**src/rtl/pe_operand_buffer_pkg.sv**
```systemverilog
// Shared lane-count, mask and default-width definitions for the PE operand buffer.
package pe_operand_buffer_pkg;

  localparam int unsigned NUM_LANES  = 4;
  localparam int unsigned OPMASK_W   = NUM_LANES;
  localparam int unsigned DATA_W_DEF = 32;
  localparam int unsigned DEPTH_DEF  = 2;
  localparam int unsigned CNT_W_DEF  = 16;

  typedef logic [OPMASK_W-1:0] lane_mask_t;

  // Occupancy counter width able to hold 0..depth inclusive.
  function automatic int unsigned lane_cnt_w(input int unsigned depth);
    return $clog2(depth + 1);
  endfunction

endpackage

```
**src/rtl/pe_operand_buffer_lane_fifo.sv**
```systemverilog
// Single operand lane: DEPTH-entry FIFO with occupancy count and synchronous flush.
module pe_operand_buffer_lane_fifo
  import pe_operand_buffer_pkg::*;
#(
  parameter  int unsigned DATA_W = DATA_W_DEF,
  parameter  int unsigned DEPTH  = DEPTH_DEF,
  localparam int unsigned CNT_LW = lane_cnt_w(DEPTH)
) (
  input  logic              clk,
  input  logic              rst_n,
  input  logic              flush_i,
  input  logic              push_i,
  input  logic              pop_i,
  input  logic [DATA_W-1:0] din_i,
  output logic [DATA_W-1:0] head_o,
  output logic [CNT_LW-1:0] count_o,
  output logic              full_o
);

  localparam int unsigned PTR_W = (DEPTH > 2) ? $clog2(DEPTH) : 1;

  logic [DATA_W-1:0] mem_q [DEPTH];
  logic [PTR_W-1:0]  wr_ptr_q, wr_ptr_d;
  logic [PTR_W-1:0]  rd_ptr_q, rd_ptr_d;
  logic [CNT_LW-1:0] cnt_q, cnt_d;
  logic              push_ok, pop_ok;

  function automatic logic [PTR_W-1:0] ptr_inc(input logic [PTR_W-1:0] p);
    return (p == PTR_W'(DEPTH - 1)) ? '0 : p + PTR_W'(1);
  endfunction

  // Guards keep the count inside 0..DEPTH even if the caller misbehaves.
  assign full_o  = (cnt_q == CNT_LW'(DEPTH));
  assign push_ok = push_i && !full_o && !flush_i;
  assign pop_ok  = pop_i && (cnt_q != '0) && !flush_i;
  assign head_o  = mem_q[rd_ptr_q];
  assign count_o = cnt_q;

  always_comb begin
    wr_ptr_d = wr_ptr_q;
    rd_ptr_d = rd_ptr_q;
    cnt_d    = cnt_q;
    if (flush_i) begin
      wr_ptr_d = '0;
      rd_ptr_d = '0;
      cnt_d    = '0;
    end else begin
      if (push_ok) wr_ptr_d = ptr_inc(wr_ptr_q);
      if (pop_ok)  rd_ptr_d = ptr_inc(rd_ptr_q);
      case ({push_ok, pop_ok})
        2'b10:   cnt_d = cnt_q + CNT_LW'(1);
        2'b01:   cnt_d = cnt_q - CNT_LW'(1);
        default: cnt_d = cnt_q;
      endcase
    end
  end

  always_ff @(posedge clk or negedge rst_n) begin
    if (!rst_n) begin
      wr_ptr_q <= '0;
      rd_ptr_q <= '0;
      cnt_q    <= '0;
    end else begin
      wr_ptr_q <= wr_ptr_d;
      rd_ptr_q <= rd_ptr_d;
      cnt_q    <= cnt_d;
    end
  end

  // Storage needs no reset; entries are only observed through a non-zero count.
  always_ff @(posedge clk) begin
    if (push_ok) mem_q[wr_ptr_q] <= din_i;
  end

endmodule

```
**src/rtl/pe_operand_buffer.sv**
```systemverilog
// Per-lane operand FIFOs feeding the ALU; gathers a complete masked operand set and counts fires.
module pe_operand_buffer
  import pe_operand_buffer_pkg::*;
#(
  parameter int unsigned DATA_W = DATA_W_DEF,
  parameter int unsigned DEPTH  = DEPTH_DEF,
  parameter int unsigned CNT_W  = CNT_W_DEF
) (
  input  logic                 clk,
  input  logic                 rst_n,
  input  logic [DATA_W-1:0]    in_R0,
  input  logic [DATA_W-1:0]    in_R1,
  input  logic [DATA_W-1:0]    in_R2,
  input  logic [DATA_W-1:0]    in_R3,
  input  lane_mask_t           in_valid,
  output lane_mask_t           in_ready,
  input  lane_mask_t           use_mask,
  input  logic                 flush,
  output logic [DATA_W-1:0]    op0,
  output logic [DATA_W-1:0]    op1,
  output logic [DATA_W-1:0]    op2,
  output logic [DATA_W-1:0]    op3,
  output logic                 op_valid,
  input  logic                 op_ready,
  output logic [CNT_W-1:0]     fire_cnt
);

  localparam int unsigned LCNT_W = lane_cnt_w(DEPTH);

  logic [DATA_W-1:0] din  [NUM_LANES];
  logic [DATA_W-1:0] head [NUM_LANES];
  logic [DATA_W-1:0] op   [NUM_LANES];
  logic [LCNT_W-1:0] cnt  [NUM_LANES];
  lane_mask_t        full, push, pop, lane_has;
  logic              rdy_en_q, fire;
  logic [CNT_W-1:0]  fire_cnt_q, fire_cnt_d;

  assign din[0] = in_R0;
  assign din[1] = in_R1;
  assign din[2] = in_R2;
  assign din[3] = in_R3;

  // Holds in_ready low during reset and for the first cycle after release.
  always_ff @(posedge clk or negedge rst_n) begin
    if (!rst_n) rdy_en_q <= 1'b0;
    else        rdy_en_q <= 1'b1;
  end

  assign in_ready = {NUM_LANES{rdy_en_q && !flush}} & ~full;
  assign push     = in_valid & in_ready;
  assign op_valid = (use_mask != '0) && ((lane_has & use_mask) == use_mask);
  assign fire     = op_valid && op_ready;
  assign pop      = {NUM_LANES{fire}} & use_mask;

  for (genvar i = 0; i < NUM_LANES; i++) begin : g_lane
    pe_operand_buffer_lane_fifo #(
      .DATA_W (DATA_W),
      .DEPTH  (DEPTH)
    ) u_fifo (
      .clk     (clk),
      .rst_n   (rst_n),
      .flush_i (flush),
      .push_i  (push[i]),
      .pop_i   (pop[i]),
      .din_i   (din[i]),
      .head_o  (head[i]),
      .count_o (cnt[i]),
      .full_o  (full[i])
    );
    assign lane_has[i] = (cnt[i] != '0);
    assign op[i]       = (use_mask[i] && lane_has[i]) ? head[i] : '0;
  end

  assign op0 = op[0];
  assign op1 = op[1];
  assign op2 = op[2];
  assign op3 = op[3];

  always_comb begin
    fire_cnt_d = fire_cnt_q;
    if (flush)     fire_cnt_d = '0;
    else if (fire) fire_cnt_d = fire_cnt_q + CNT_W'(1);
  end

  always_ff @(posedge clk or negedge rst_n) begin
    if (!rst_n) fire_cnt_q <= '0;
    else        fire_cnt_q <= fire_cnt_d;
  end

  assign fire_cnt = fire_cnt_q;

endmodule

```
**config.mk**
```make
export PLATFORM = sky130hd
export DESIGN_NAME = pe_operand_buffer
export DESIGN_NICKNAME = d
export VERILOG_FILES = /design/src/rtl/pe_operand_buffer_pkg.sv /design/src/rtl/pe_operand_buffer_lane_fifo.sv /design/src/rtl/pe_operand_buffer.sv
export SDC_FILE = /design/constraint.sdc
export NUM_CORES = 1
export LEC_CHECK = 0
export ABC_AREA = 1
export BUFFER_PORTS_ARGS = -buffer_cell sky130_fd_sc_hd__buf_4
export CORE_MARGIN = 2
export CORE_UTILIZATION = 58
export CTS_CLUSTER_SIZE = 20
export DETAILED_ROUTE_END_ITERATION = 16
export GPL_ROUTABILITY_DRIVEN = 0
export PLACE_DENSITY = 0.89
export SYNTH_ARGS = -nofsm -noshare
export SYNTH_HDL_FRONTEND = slang
export SYNTH_SLANG_ARGS = --single-unit
```
**constraint.sdc**
```tcl
create_clock -name clk -period 4.4 [get_ports clk]
set_clock_uncertainty 0.15 [all_clocks]
set_input_delay 0.88 -clock clk [delete_from_list [all_inputs] [get_ports clk]]
set_output_delay 0.88 -clock clk [all_outputs]
set_load 0.05 [all_outputs]
```
======== Yosys cells after proc, flatten, opt, wreduce, memory -nomap -nowiden ========
Memory sizes are Yosys's and may differ from the RTL's.
Index checks and enable logic that the tools add are counted.
storage, ports and cells
  bits in registers ....................... 33
  bits in writable memories ............... 256
  bits of input ports ..................... 140
  output and inout port bits .............. 149
  logic and storage cells ................. 145
  memories kept ........................... 4
operators by class
  $add $sub $neg .......................... 17
  equal/unequal tests ..................... 13
  mux-type cells .......................... 46
  bitwise operators ....................... 5
  reductions and logical operators ........ 46
memories
  memory                  depth  bits a word  rd ports  clocked after memory_dff  wr ports  RTL line                           RTL
  g_lane[0].u_fifo.mem_q  2      32           1         0                         1         pe_operand_buffer_lane_fifo.sv:22  logic [DATA_W-1:0] mem_q [DEPTH];
  g_lane[1].u_fifo.mem_q  2      32           1         0                         1         pe_operand_buffer_lane_fifo.sv:22
  g_lane[2].u_fifo.mem_q  2      32           1         0                         1         pe_operand_buffer_lane_fifo.sv:22
  g_lane[3].u_fifo.mem_q  2      32           1         0                         1         pe_operand_buffer_lane_fifo.sv:22
operator list
  kind                     number
  $mux W32                 4
  $mux W1                  32
  $mux W16                 2
  $reduce_bool A2 Y1       13
  $logic_and A1 B1 Y1      23
  $add A16 B1 Y16 const B  1
  $and A4 B4 Y4            4
  $eq A2 B2 Y1 const B     8
  $pmux W2 S2              4
  $reduce_bool A3 Y1       4
  $add A1 B1 Y1 const B    8
  $add A2 B1 Y2 const B    4
  $eq A2 B1 Y1 const B     4
  $mux W2                  4
  $sub A2 B1 Y2 const B    4
  $logic_not A1 Y1         5
  $eq A4 B4 Y1             1
  $not A4 Y4               1
  $reduce_bool A4 Y1       1

======== Logic depth before layout (Yosys ltp) ========
Gate-level depths: netlist of the first run.
  depth in word-level cells ............... 11
  depth in mapped cells ................... 10

======== By module ========
A second synthesis of the first run with hierarchy kept.
second synthesis, totals
  cells, all modules ...................... 1273
  area total of the unflattened synthesis .. 12680.9 um^2
modules (own cells, without submodules)
  module                                               times used  cells an instance  area each (um^2)  sequential area each (um^2)
  pe_operand_buffer_lane_fifo at g_lane[1].u_fifo ...  3           209                2621.3            2021.9
  pe_operand_buffer_lane_fifo at g_lane[0].u_fifo      1           210                2612.5            2021.9
  pe_operand_buffer                                    1           436                2204.6            425.4

======== Worst setup path after synthesis of the first run ========
Ideal clock, no wire load.
  path type ............................... input port to flip-flop
  start point ............................. input flush
  end point ............................... memory g_lane[0].u_fifo.mem_q[1][0] (netlist name), enable pin
  setup time .............................. 0.423 ns
  data arrival time ....................... 3.606 ns
  slack ................................... 0.221 ns
  stages on the path ...................... 5
  path through ............................ inv_2 nand2_1 a21oi_1 nand2_1 nor2_1
between the ends
  word-level cells in the longest chain between the ends .. 8
ends and longest elaborated chain
  what                              RTL line                           RTL
  start: declaration                pe_operand_buffer.sv:18            input logic flush,
  $logic_not A1 Y1                  pe_operand_buffer.sv:49            assign in_ready = {NUM_LANES{rdy_en_q && !flush}} & ~full;
  $logic_and A1 B1 Y1               pe_operand_buffer.sv:49
  $and A4 B4 Y4                     pe_operand_buffer.sv:49
  net in_ready[0]                   pe_operand_buffer.sv:16            output lane_mask_t in_ready,
  $and A4 B4 Y4                     pe_operand_buffer.sv:50            assign push = in_valid & in_ready;
  $logic_and A1 B1 Y1 (2 in a row)  pe_operand_buffer_lane_fifo.sv:34  assign push_ok = push_i && !full_o && !flush_i;
  $mux W1                           pe_operand_buffer_lane_fifo.sv:72  if (push_ok) mem_q[wr_ptr_q] <= din_i;
  $mux W1 (implied by the code)     pe_operand_buffer_lane_fifo.sv:72
  end: declaration                  pe_operand_buffer_lane_fifo.sv:22
The timed path passes the listed nets, and every way through them passes these cells.

======== Worst setup path in the final report of the first run ========
  start point ............................. register g_lane[1].u_fifo.rd_ptr_q
  end point ............................... output op1[11]
between the ends
  word-level cells in the longest chain between the ends .. 2
ends and longest elaborated chain
  what                      RTL line                           RTL
  start: declaration        pe_operand_buffer_lane_fifo.sv:24  logic [PTR_W-1:0] rd_ptr_q, rd_ptr_d;
  start signal: assignment  pe_operand_buffer_lane_fifo.sv:65  rd_ptr_q <= rd_ptr_d;
  $mem_v2 Z2 W32            n/a
  $mux W32                  pe_operand_buffer.sv:71            assign op[i] = (use_mask[i] && lane_has[i]) ? head[i] : '0;
  end: declaration          pe_operand_buffer.sv:20            output logic [DATA_W-1:0] op1,
Every way passes these cells.

==> results of run 1 <==
==> cell usage after synthesis (all sizes together) <==
cell type and number:
a211oi 2, a21oi 16, buf 4, clkbuf 42, conb 1, dfrtp 33
edfxtp 256, ha 1, inv 170, nand2 579, nand3 19, nand3b 1
nand4 11, nor2 57, nor3 8, nor4 1, o21ai 21, xor2 5
==> flip-flops by register name, indices dropped and copies added, names as in the netlist <==
register                count
g_lane.u_fifo.mem_q       256
fire_cnt                   16
g_lane.u_fifo.count_o       8
g_lane.u_fifo.rd_ptr_q      4
g_lane.u_fifo.wr_ptr_q      4
rdy_en_q                    1
==> power by group <==
group	switching, uW	internal [uW]	total (uW)	leakage, uW
clock network	959	1420	2380	0.000448
registers	61.2	3120	3180	0.00276
logic	1490	567	2060	0.00449
total	2510	5100	7610	0.00770
==> cell families (layout without fill, tap and decap cells) <==
kind of cell / Yosys count / in the layout
flops: 289 / 289
fa+ha+maj: 1 / 1
xor+xnor: 5 / 5
buf+inv: 216 / 528
simple gates: 676 / 676
other cells: 1 / 1
compound gates: 39 / 39
==> placed cells by master, fill, tap and decap left out, types with 2 or more instances in the layout <==
cell type | Yosys | layout
clkinv_2 | 0 | 4
buf_4 | 1 | 305
edfxtp_1 | 256 | 256
nor3_1 | 7 | 7
o21ai_0 | 19 | 19
nand2_1 | 578 | 578
clkinv_1 | 0 | 4
clkbuf_1 | 42 | 10
nand3_1 | 18 | 18
dfrtp_1 | 33 | 33
clkbuf_8 | 0 | 2
a21oi_1 | 15 | 15
inv_1 | 169 | 169
clkbuf_16 | 0 | 29
nor2_2 | 1 | 7
nor2_1 | 52 | 40
a211oi_1 | 2 | 2
nand4_1 | 11 | 11
xor2_1 | 5 | 5
nor2_4 | 4 | 10
bufinv_16 | 0 | 3
==> through the flow <==
step | setup WS (ns) | hold WS [ns] | total power, uW | cells | utilization, %
finish | 0.731 | 0.138 | 7610 | 1814 | 75.1
global route | 0.611 | 0.165 | 7910 | 1814 | 75.1
CTS | 0.738 | 0.142 | 7650 | 1814 | 75.1
detailed placement | 1.40 | 0.389 | 5280 | 1761 | 70.7
global placement | 1.45 | 0.363 | 5230 | 1761 | 70.7
floorplan | 0.221 | 0.362 | 4620 | 1227 | -
==> per-layer routing <==
layer / GRT usage (%) / vias to the layer above / share of wire (%)
li1: - / 4431 / -
met1: 30.0 / 4244 / 38
met2: 43.0 / 371 / 52
met3: 4.09 / 69 / 6.9
met4: 8.62 / 0 / 3.1
met5: 0 / - / 0
==> worst min path at each step <==
stage	to	cells past startpoint
3_3_place_gp	fire_cnt[3]	1
6_report	fire_cnt[4]	1
5_1_grt	fire_cnt[1]	1
4_1_cts	fire_cnt[1]	1
2_1_floorplan	g_lane[0].u_fifo.count_o[1]	2
3_5_place_dp	fire_cnt[3]	1
==> layout make-up <==
class,count,area (um2),share of cell area [%]
clock buffer,41,791,5.04
clock inverter,12,133,0.845
inverter,170,638,4.07
multi-input combinational,722,2980,19.0
sequential,289,8510,54.3
tap,275,344,2.19
timing repair buffer,305,2290,14.6
==> critical path, cell delays in order, from the launching register on <==
cell     delay (ns)
dfrtp_1        0.36
buf_4          0.25
inv_1          0.78
nand2_1        0.20
nand2_1        0.14
nand2_1        0.07
inv_1          0.08
buf_4          0.20
==> reports/results.tsv, run 1 <==
metric	value	unit
status	complete, no violations	
Mapped Area	12300	um2
critical path capture point type	output pin	
worst r2r src	g_lane[2].u_fifo.count_o[0]	
number of antenna violations at the first check in global routing	0	
share of layout cells above drive strength 1	23.8	%
post-synthesis adder-cell area fraction	0.102	%
cts bufs inserted	29	
Root Buffer	clkbuf_16	
total core area	20900	um2
leakage	0.00770	uW
Fin Setup TNS	0	ns
worst skew pair latency	0.53	ns
crit path launch	g_lane[1].u_fifo.rd_ptr_q	
grt ovf	0	
H-tree level count	1	
largest net degree at the start of global routing	36	
post-CTS setup buffers	0	
f_max	273	MHz
Post-Syn Nets	1368	
Port Buffers	288	
Global Route Usage Sum	24.2	%
Post-Synth XOR/XNOR Area	0.357	%
Area growth, synth to finish	27.9	%
Final ANT Viol Nets	0	
data required time of the worst path	3.37	ns
Crit path arrival time	2.64	ns
cell taking the most area after synthesis	edfxtp_1	
share of the synthesized area in the top cell type	62.7	%
Yosys reg bits	289	
Final Critical Period	3.67	ns
synth top area cells	edfxtp_1 (63%), nand2_1 (18%), dfrtp_1 (6.7%)	
I/O pin count	289	
worst vdd ir	0.453	mV
crit-path max FO	35	
unique cell type count in the Yosys netlist	29	
Synth Area in Compound Gates	1.69	%
Initial Utilization	58.7	%
main combinational cell family by area after synthesis	simple AND/OR/NAND/NOR gates	
YS warnings	0	
register area share after synthesis	69.4	%
crit start category	register	
WS Path Type	register to output pin	
RSZ-0062 raised after global routing	false	
hold-fix buffer count after cts	0	
Slew Viols, Final	0	
Rel. slew slack	32.1	%
Fillers	1362	
Wirelength per Cell	15.3	um
CTS tree	yes	
Reg2Reg Depth	7	
Clock transition at path regs	0.06	ns
CTS max path bufs	3	
Synth Area in Simple Gates	21.6	%
ANT cells	0	
Die W	149	um
DR vias/cell	5.02	
total die area	22300	um2
Worst R2R Setup Slack	2.04	ns
design area	15700	um2
# resized after CTS	0	
Syn Inst Count	1227	
dpl cell area	14800	um2
worst flop-to-flop path endpoint	fire_cnt[8]	
Final Cycle Share	83.4	%
Setup crit end	op1[11]	
# setup viols final	0	
worst hold-check path type	primary input to asynchronous set/reset pin	
DRT iter0 DRCs	542	
routed vias	9115	
mux contribution to synthesized area	0	%
final hold vios	0	
first-pass iteration count of the detailed router	5	
Slew @ Worst Pin	1.02	ns
WL final	27700	um
Final HPWL DP	17900	um
drt drc	0	
number of global-route vias before repair	8895	
Syn Area/Cell	10.0	um2
Final #Nets	1658	
first-pass GRT wire length	43000	um
max cap viols	0	
Sink Count	289	
power per cell area	485	nW/um2
Die Y	149	um
Site Rows	53	
No activity file was read; power rests on OpenSTA's default activity.
==> run 2: changes to the inputs <==
--- a/config.mk
+++ b/config.mk
@@ -8,11 +8,11 @@
 export ABC_AREA = 1
 export BUFFER_PORTS_ARGS = -buffer_cell sky130_fd_sc_hd__buf_4
 export CORE_MARGIN = 2
-export CORE_UTILIZATION = 58
+export CORE_UTILIZATION = 49
 export CTS_CLUSTER_SIZE = 20
 export DETAILED_ROUTE_END_ITERATION = 16
 export GPL_ROUTABILITY_DRIVEN = 0
-export PLACE_DENSITY = 0.89
+export PLACE_DENSITY = 0.81
 export SYNTH_ARGS = -nofsm -noshare
 export SYNTH_HDL_FRONTEND = slang
 export SYNTH_SLANG_ARGS = --single-unit
==> constraint.sdc (replaced) <==
create_clock -name clk -period 3.1 [get_ports clk]
set_clock_uncertainty 0.15 [all_clocks]
set_input_delay 0.62 -clock clk [delete_from_list [all_inputs] [get_ports clk]]
set_output_delay 0.62 -clock clk [all_outputs]
set_load 0.05 [all_outputs]
==> reports/results.tsv, run 2 (same netlist as run 1, synthesis figures left out) <==
metric	value	unit	change
Area growth, synth to finish	29.0	%	
first-pass iteration count of the detailed router	5		unchanged
routed vias	8922		-2.1%
most frequent CP cell	buf_4		
Largest register FFs	256		unchanged
f_max	372	MHz	
ANT cells	0		unchanged
Final ANT Viol Nets	0		unchanged
post-CTS setup buffers	0		unchanged
worst vdd ir	0.474	mV	+4.7%
Port Buffers	288		unchanged
H-tree level count	1		unchanged
final hold vios	0		unchanged
crit-path max FO	32		-8.6%
DR vias/cell	4.77		-5.2%
critical path capture point type	output pin		
max cap viols	0		unchanged
Final Critical Period	2.69	ns	
largest net degree at the start of global routing	35		-2.8%
first-pass GRT wire length	43100	um	+0.24%
Die Y	162	um	+8.6%
Sink Count	289		unchanged
end-of-flow core utilization	64.7	%	-10 points
Crit path arrival time	1.92	ns	-0.72 ns
I/O pin count	289		unchanged
drt drc	0		unchanged
CTS tree	yes		
Reg area	8510	um2	unchanged
Clock transition at path regs	0.06	ns	about the same
WS Path Type	register to output pin		
dpl cell area	14900	um2	+0.67%
Die W	162	um	+8.6%
worst hold-check path type	primary input to register		
Rel. slew slack	65.1	%	+33 points
most common cell after layout, fill and taps aside	nand2_1		
status	complete, no violations		
crit path max-delay cell type	dfrtp_1		
Initial Utilization	50.2	%	-8.6 points
DRT iter0 DRCs	528		-2.6%
worst skew pair latency	0.56	ns	+0.03 ns
Final Cycle Share	86.6	%	
design area	15800	um2	+0.89%
RSZ-0062 raised after global routing	false		
final worst setup slack	0.415	ns	-0.316 ns
most flop-heavy register	g_lane.u_fifo.mem_q		
data required time of the worst path	2.33	ns	-1.04 ns
WL final	26800	um	-3.3%
Slew Viols, Final	0		unchanged
Global Route Usage Sum	20.4	%	-3.8 points
Final #Nets	1665		+0.42%
most used cells in the layout excluding fill and tap cells	nand2_1 (578), buf_4 (310), edfxtp_1 (256), inv_1 (169), nor2_1 (40)		
crit-path cells	nor2_1 -> nor2_2 -> buf_4 -> nand2_1 -> inv_1 -> buf_4		
Slew @ Worst Pin	0.520	ns	-0.498 ns
grt ovf	0		unchanged
CP peak stage delay	0.43	ns	-0.35 ns
crit start category	register		
cts bufs inserted	30		+3.4%
total die area	26300	um2	+18%
Wirelength per Cell	14.3	um	-6.3%
Final HPWL DP	17700	um	-0.99%
CTS max path bufs	3		unchanged
multi-input logic area	2980	um2	unchanged
buffers and inverters on the worst path	3		-1
Root Buffer	clkbuf_16		
share of layout cells above drive strength 1	24.1	%	+0.25 points
CP top delay family	buffers and inverters		
Setup Slack @ Placement	0.629	ns	-0.775 ns
number of antenna violations at the first check in global routing	0		unchanged
leakage	0.00774	uW	+0.53%
Fillers	1854		+36%
Fin Setup TNS	0	ns	unchanged
number of global-route vias before repair	8904		+0.10%
total core area	24500	um2	+17%
Site Rows	57		+7.5%
power per cell area	685	nW/um2	+41%
# setup viols final	0		unchanged
## run 2: cell count changes in the layout (fill, tap and decap cells not counted), sizes merged
cell         before  now
dlygate4sd3       0    1
clkbuf           41   35
buf             305  310
clkinv            8   17
## run 2: routing by layer
metal	global-route usage, %	part of all wire, %
met5	0	0
met3	3.75	6.0
met4	7.96	3.3
met2	36.6	51
met1	24.3	39
## run 2: cell type report
| class | count | share of cell area [%] |
|---|---|---|
| Sequential cell | 289 | 53.8 |
| Tap cell | 324 | 2.56 |
| Timing Repair Buffer | 311 | 14.8 |
| Clock buffer | 35 | 4.86 |
| Clock inverter | 21 | 1.16 |
| Inverter | 170 | 4.03 |
| Multi-Input combinational cell | 722 | 18.8 |
## run 2: path summary, 6_finish.rpt
kind / start / endpoint / slack [ns] / depth (start not counted)
max: g_lane[3].u_fifo.count_o[0] / op3[14] / 0.41 / 6
max reg2reg: g_lane[1].u_fifo.count_o[1] / g_lane[2].u_fifo.count_o[1] / 1.07 / 9
min in group asynchronous: rst_n / fire_cnt[7] / 0.39 / 2
min: in_R1[14] / g_lane[1].u_fifo.mem_q[0][14] / 0.09 / 1
min reg2reg: fire_cnt[3] / fire_cnt[3] / 0.39 / 1
max in group asynchronous: rst_n / g_lane[2].u_fifo.rd_ptr_q / 2.07 / 2
## run 2: where the power goes
group          leakage (uW)  total [uW]  switching (uW)  internal (uW)
registers           0.00276        4510            87.2           4420
logic               0.00452        2910            2090            815
clock network      0.000462        3430            1420           2020
## run 2: timing repair
action	4_1_cts	5_1_grt
gates resized for setup	0	0
hold buffers	1	0
hold endpoints to repair	33	0
## run 2: per-stage QoR
step	std cells	hold slack (ns)	power, uW
after global routing	1872	0.0720	11300
after global placement	1815	0.363	7450
after CTS	1872	0.0672	11000
after floorplan	1227	0.174	6560
after detailed placement	1815	0.367	7510
final	1872	0.0935	10900
==> run 3: changes to the inputs <==
==> constraint.sdc (replaced) <==
create_clock -name clk -period 3.1 [get_ports clk]
set_clock_uncertainty 0.15 [all_clocks]
set_input_delay 0.155 -clock clk [delete_from_list [all_inputs] [get_ports clk]]
set_output_delay 0.155 -clock clk [all_outputs]
set_load 0.05 [all_outputs]
==> reports/results.tsv, run 3 (same netlist as run 1, synthesis figures left out) <==
metric	value	unit	change
most used cells in the layout excluding fill and tap cells	nand2_1 (578), buf_4 (308), edfxtp_1 (256), inv_1 (169), dlygate4sd3_1 (136)		
Port Buffers	288		unchanged
Largest register FFs	256		unchanged
Slew Viols, Final	0		unchanged
drt drc	0		unchanged
Crit path arrival time	2.37	ns	+0.45 ns
CTS max path bufs	3		unchanged
worst skew pair latency	0.54	ns	-0.02 ns
RSZ-0062 raised after global routing	false		
cts bufs inserted	29		-3.3%
Final #Nets	1798		+8.0%
crit-path max FO	32		unchanged
most common cell after layout, fill and taps aside	nand2_1		
DRT iter0 DRCs	650		+23%
number of antenna violations at the first check in global routing	1		+1
Final Cycle Share	86.1	%	-0.48 points
Root Buffer	clkbuf_16		
Worst R2R Setup Slack	0.92	ns	-0.15 ns
total core area	24500	um2	unchanged
first-pass GRT wire length	48500	um	+12%
H-tree level count	1		unchanged
crit path max-delay cell type	inv_1		
total die area	26300	um2	unchanged
# resized after CTS	0		unchanged
leakage	0.00830	uW	+7.2%
Power, Total	10900	uW	+0.65%
final hold slack	0.0474	ns	-0.0461 ns
max cap viols	0		unchanged
final hold vios	0		unchanged
worst vdd ir	0.518	mV	+9.2%
hold-fix buffer count after cts	137		+136
Slew @ Worst Pin	1.04	ns	+0.524 ns
Wirelength per Cell	15.3	um	+7.2%
CP peak stage delay	0.73	ns	+0.30 ns
post-CTS setup buffers	0		unchanged
routed vias	9788		+9.7%
WL final	30700	um	+15%
largest net degree at the start of global routing	35		unchanged
CTS tree	yes		
Global Route Usage Sum	23.1	%	+2.7 points
Fillers	1638		-12%
share of layout cells above drive strength 1	22.6	%	-1.5 points
Rel. slew slack	30.3	%	-35 points
Area growth, synth to finish	39.7	%	
Final Critical Period	2.67	ns	-0.0148 ns
end-of-flow core utilization	70.1	%	+5.3 points
first-pass iteration count of the detailed router	6		+1
most frequent CP cell	nand2_1		
worst hold-check path type	primary input to register		
most flop-heavy register	g_lane.u_fifo.mem_q		
Reg2Reg Depth	7		-2
Hold Crit Depth	6		+5
Clock transition at path regs	0.06	ns	about the same
grt ovf	0		unchanged
number of global-route vias before repair	9969		+12%
crit start category	register		
Die Y	162	um	unchanged
I/O pin count	289		unchanged
WS Path Type	register to output pin		
critical path capture point type	output pin		
power per cell area	637	nW/um2	-7.0%
crit-path cells	inv_1 -> nand2_1 -> nand2_1 -> nand2_1 -> inv_1 -> buf_4		
Die W	162	um	unchanged
status	complete, no violations		
# setup viols final	0		unchanged
Sink Count	289		unchanged
f_max	374	MHz	+0.55%
DR vias/cell	4.89		+2.5%
Site Rows	57		unchanged
data required time of the worst path	2.79	ns	+0.46 ns
Initial Utilization	50.2	%	unchanged
Final HPWL DP	18000	um	+1.8%
Final ANT Viol Nets	0		unchanged
Fin Setup TNS	0	ns	unchanged
-- run 3: changes by cell type in the layout (fill, tap and decap cells not counted), moves of 2 or more --
| cell | before | now |
|---|---|---|
| clkinv_2 | 4 | 11 |
| clkbuf_8 | 0 | 4 |
| bufinv_16 | 3 | 1 |
| dlygate4sd3_1 | 1 | 136 |
| buf_4 | 310 | 308 |
| clkinv_1 | 11 | 1 |
-- run 3: worst max-delay path, delay by kind of cell (launching register included) --
family | cells | cell delay, ns
flip-flops | 1 | 0.37
AND/OR/NAND/NOR | 3 | 0.45
buffers and inverters | 3 | 0.99
-- run 3: cell type report --
cell class	instances	area, um2	share of cell area, %
antenna	1	2.50	0.0146
timing repair buffer	445	3690	21.6
sequential	289	8510	49.7
clock buffer	37	796	4.64
multi-input combinational	722	2980	17.4
inverter	170	638	3.72
clock inverter	15	105	0.613
tap	324	405	2.37
-- run 3: power by group --
group / total [uW] / switching, uW / leakage (uW) / internal, uW
Sequential: 4520 / 95.0 / 0.00276 / 4420
Combinational: 3100 / 2170 / 0.00508 / 927
Clock: 3300 / 1420 / 0.000454 / 1890
Total: 10900 / 3680 / 0.00830 / 7240
-- run 3: worst paths after layout --
check                                              end                        start
setup / recovery                               op2[12]    g_lane[2].u_fifo.rd_ptr_q
hold / removal             g_lane[3].u_fifo.count_o[0]                  in_valid[3]
setup reg to reg                           fire_cnt[8]  g_lane[1].u_fifo.count_o[0]
hold reg to reg                            fire_cnt[3]                  fire_cnt[3]
max in group asynchronous    g_lane[0].u_fifo.rd_ptr_q                        rst_n
min in group asynchronous                  fire_cnt[1]                        rst_n
-- run 3: metrics by stage --
stage                     cell area [um2]  setup slack [ns]  cells
final                               17100             0.430   2003
after global routing                17100             0.221   2003
after CTS                           17100             0.492   2002
after detailed placement            14900             0.949   1813
after global placement              14900              1.00   1813
after floorplan                     12300            0.0283   1227
-- run 3: metal layers --
metal	global-route usage, %	routed length (um)
met1	27.1	11700
met5	0	0
met4	9.61	1120
met3	3.58	1900
met2	42.1	16000
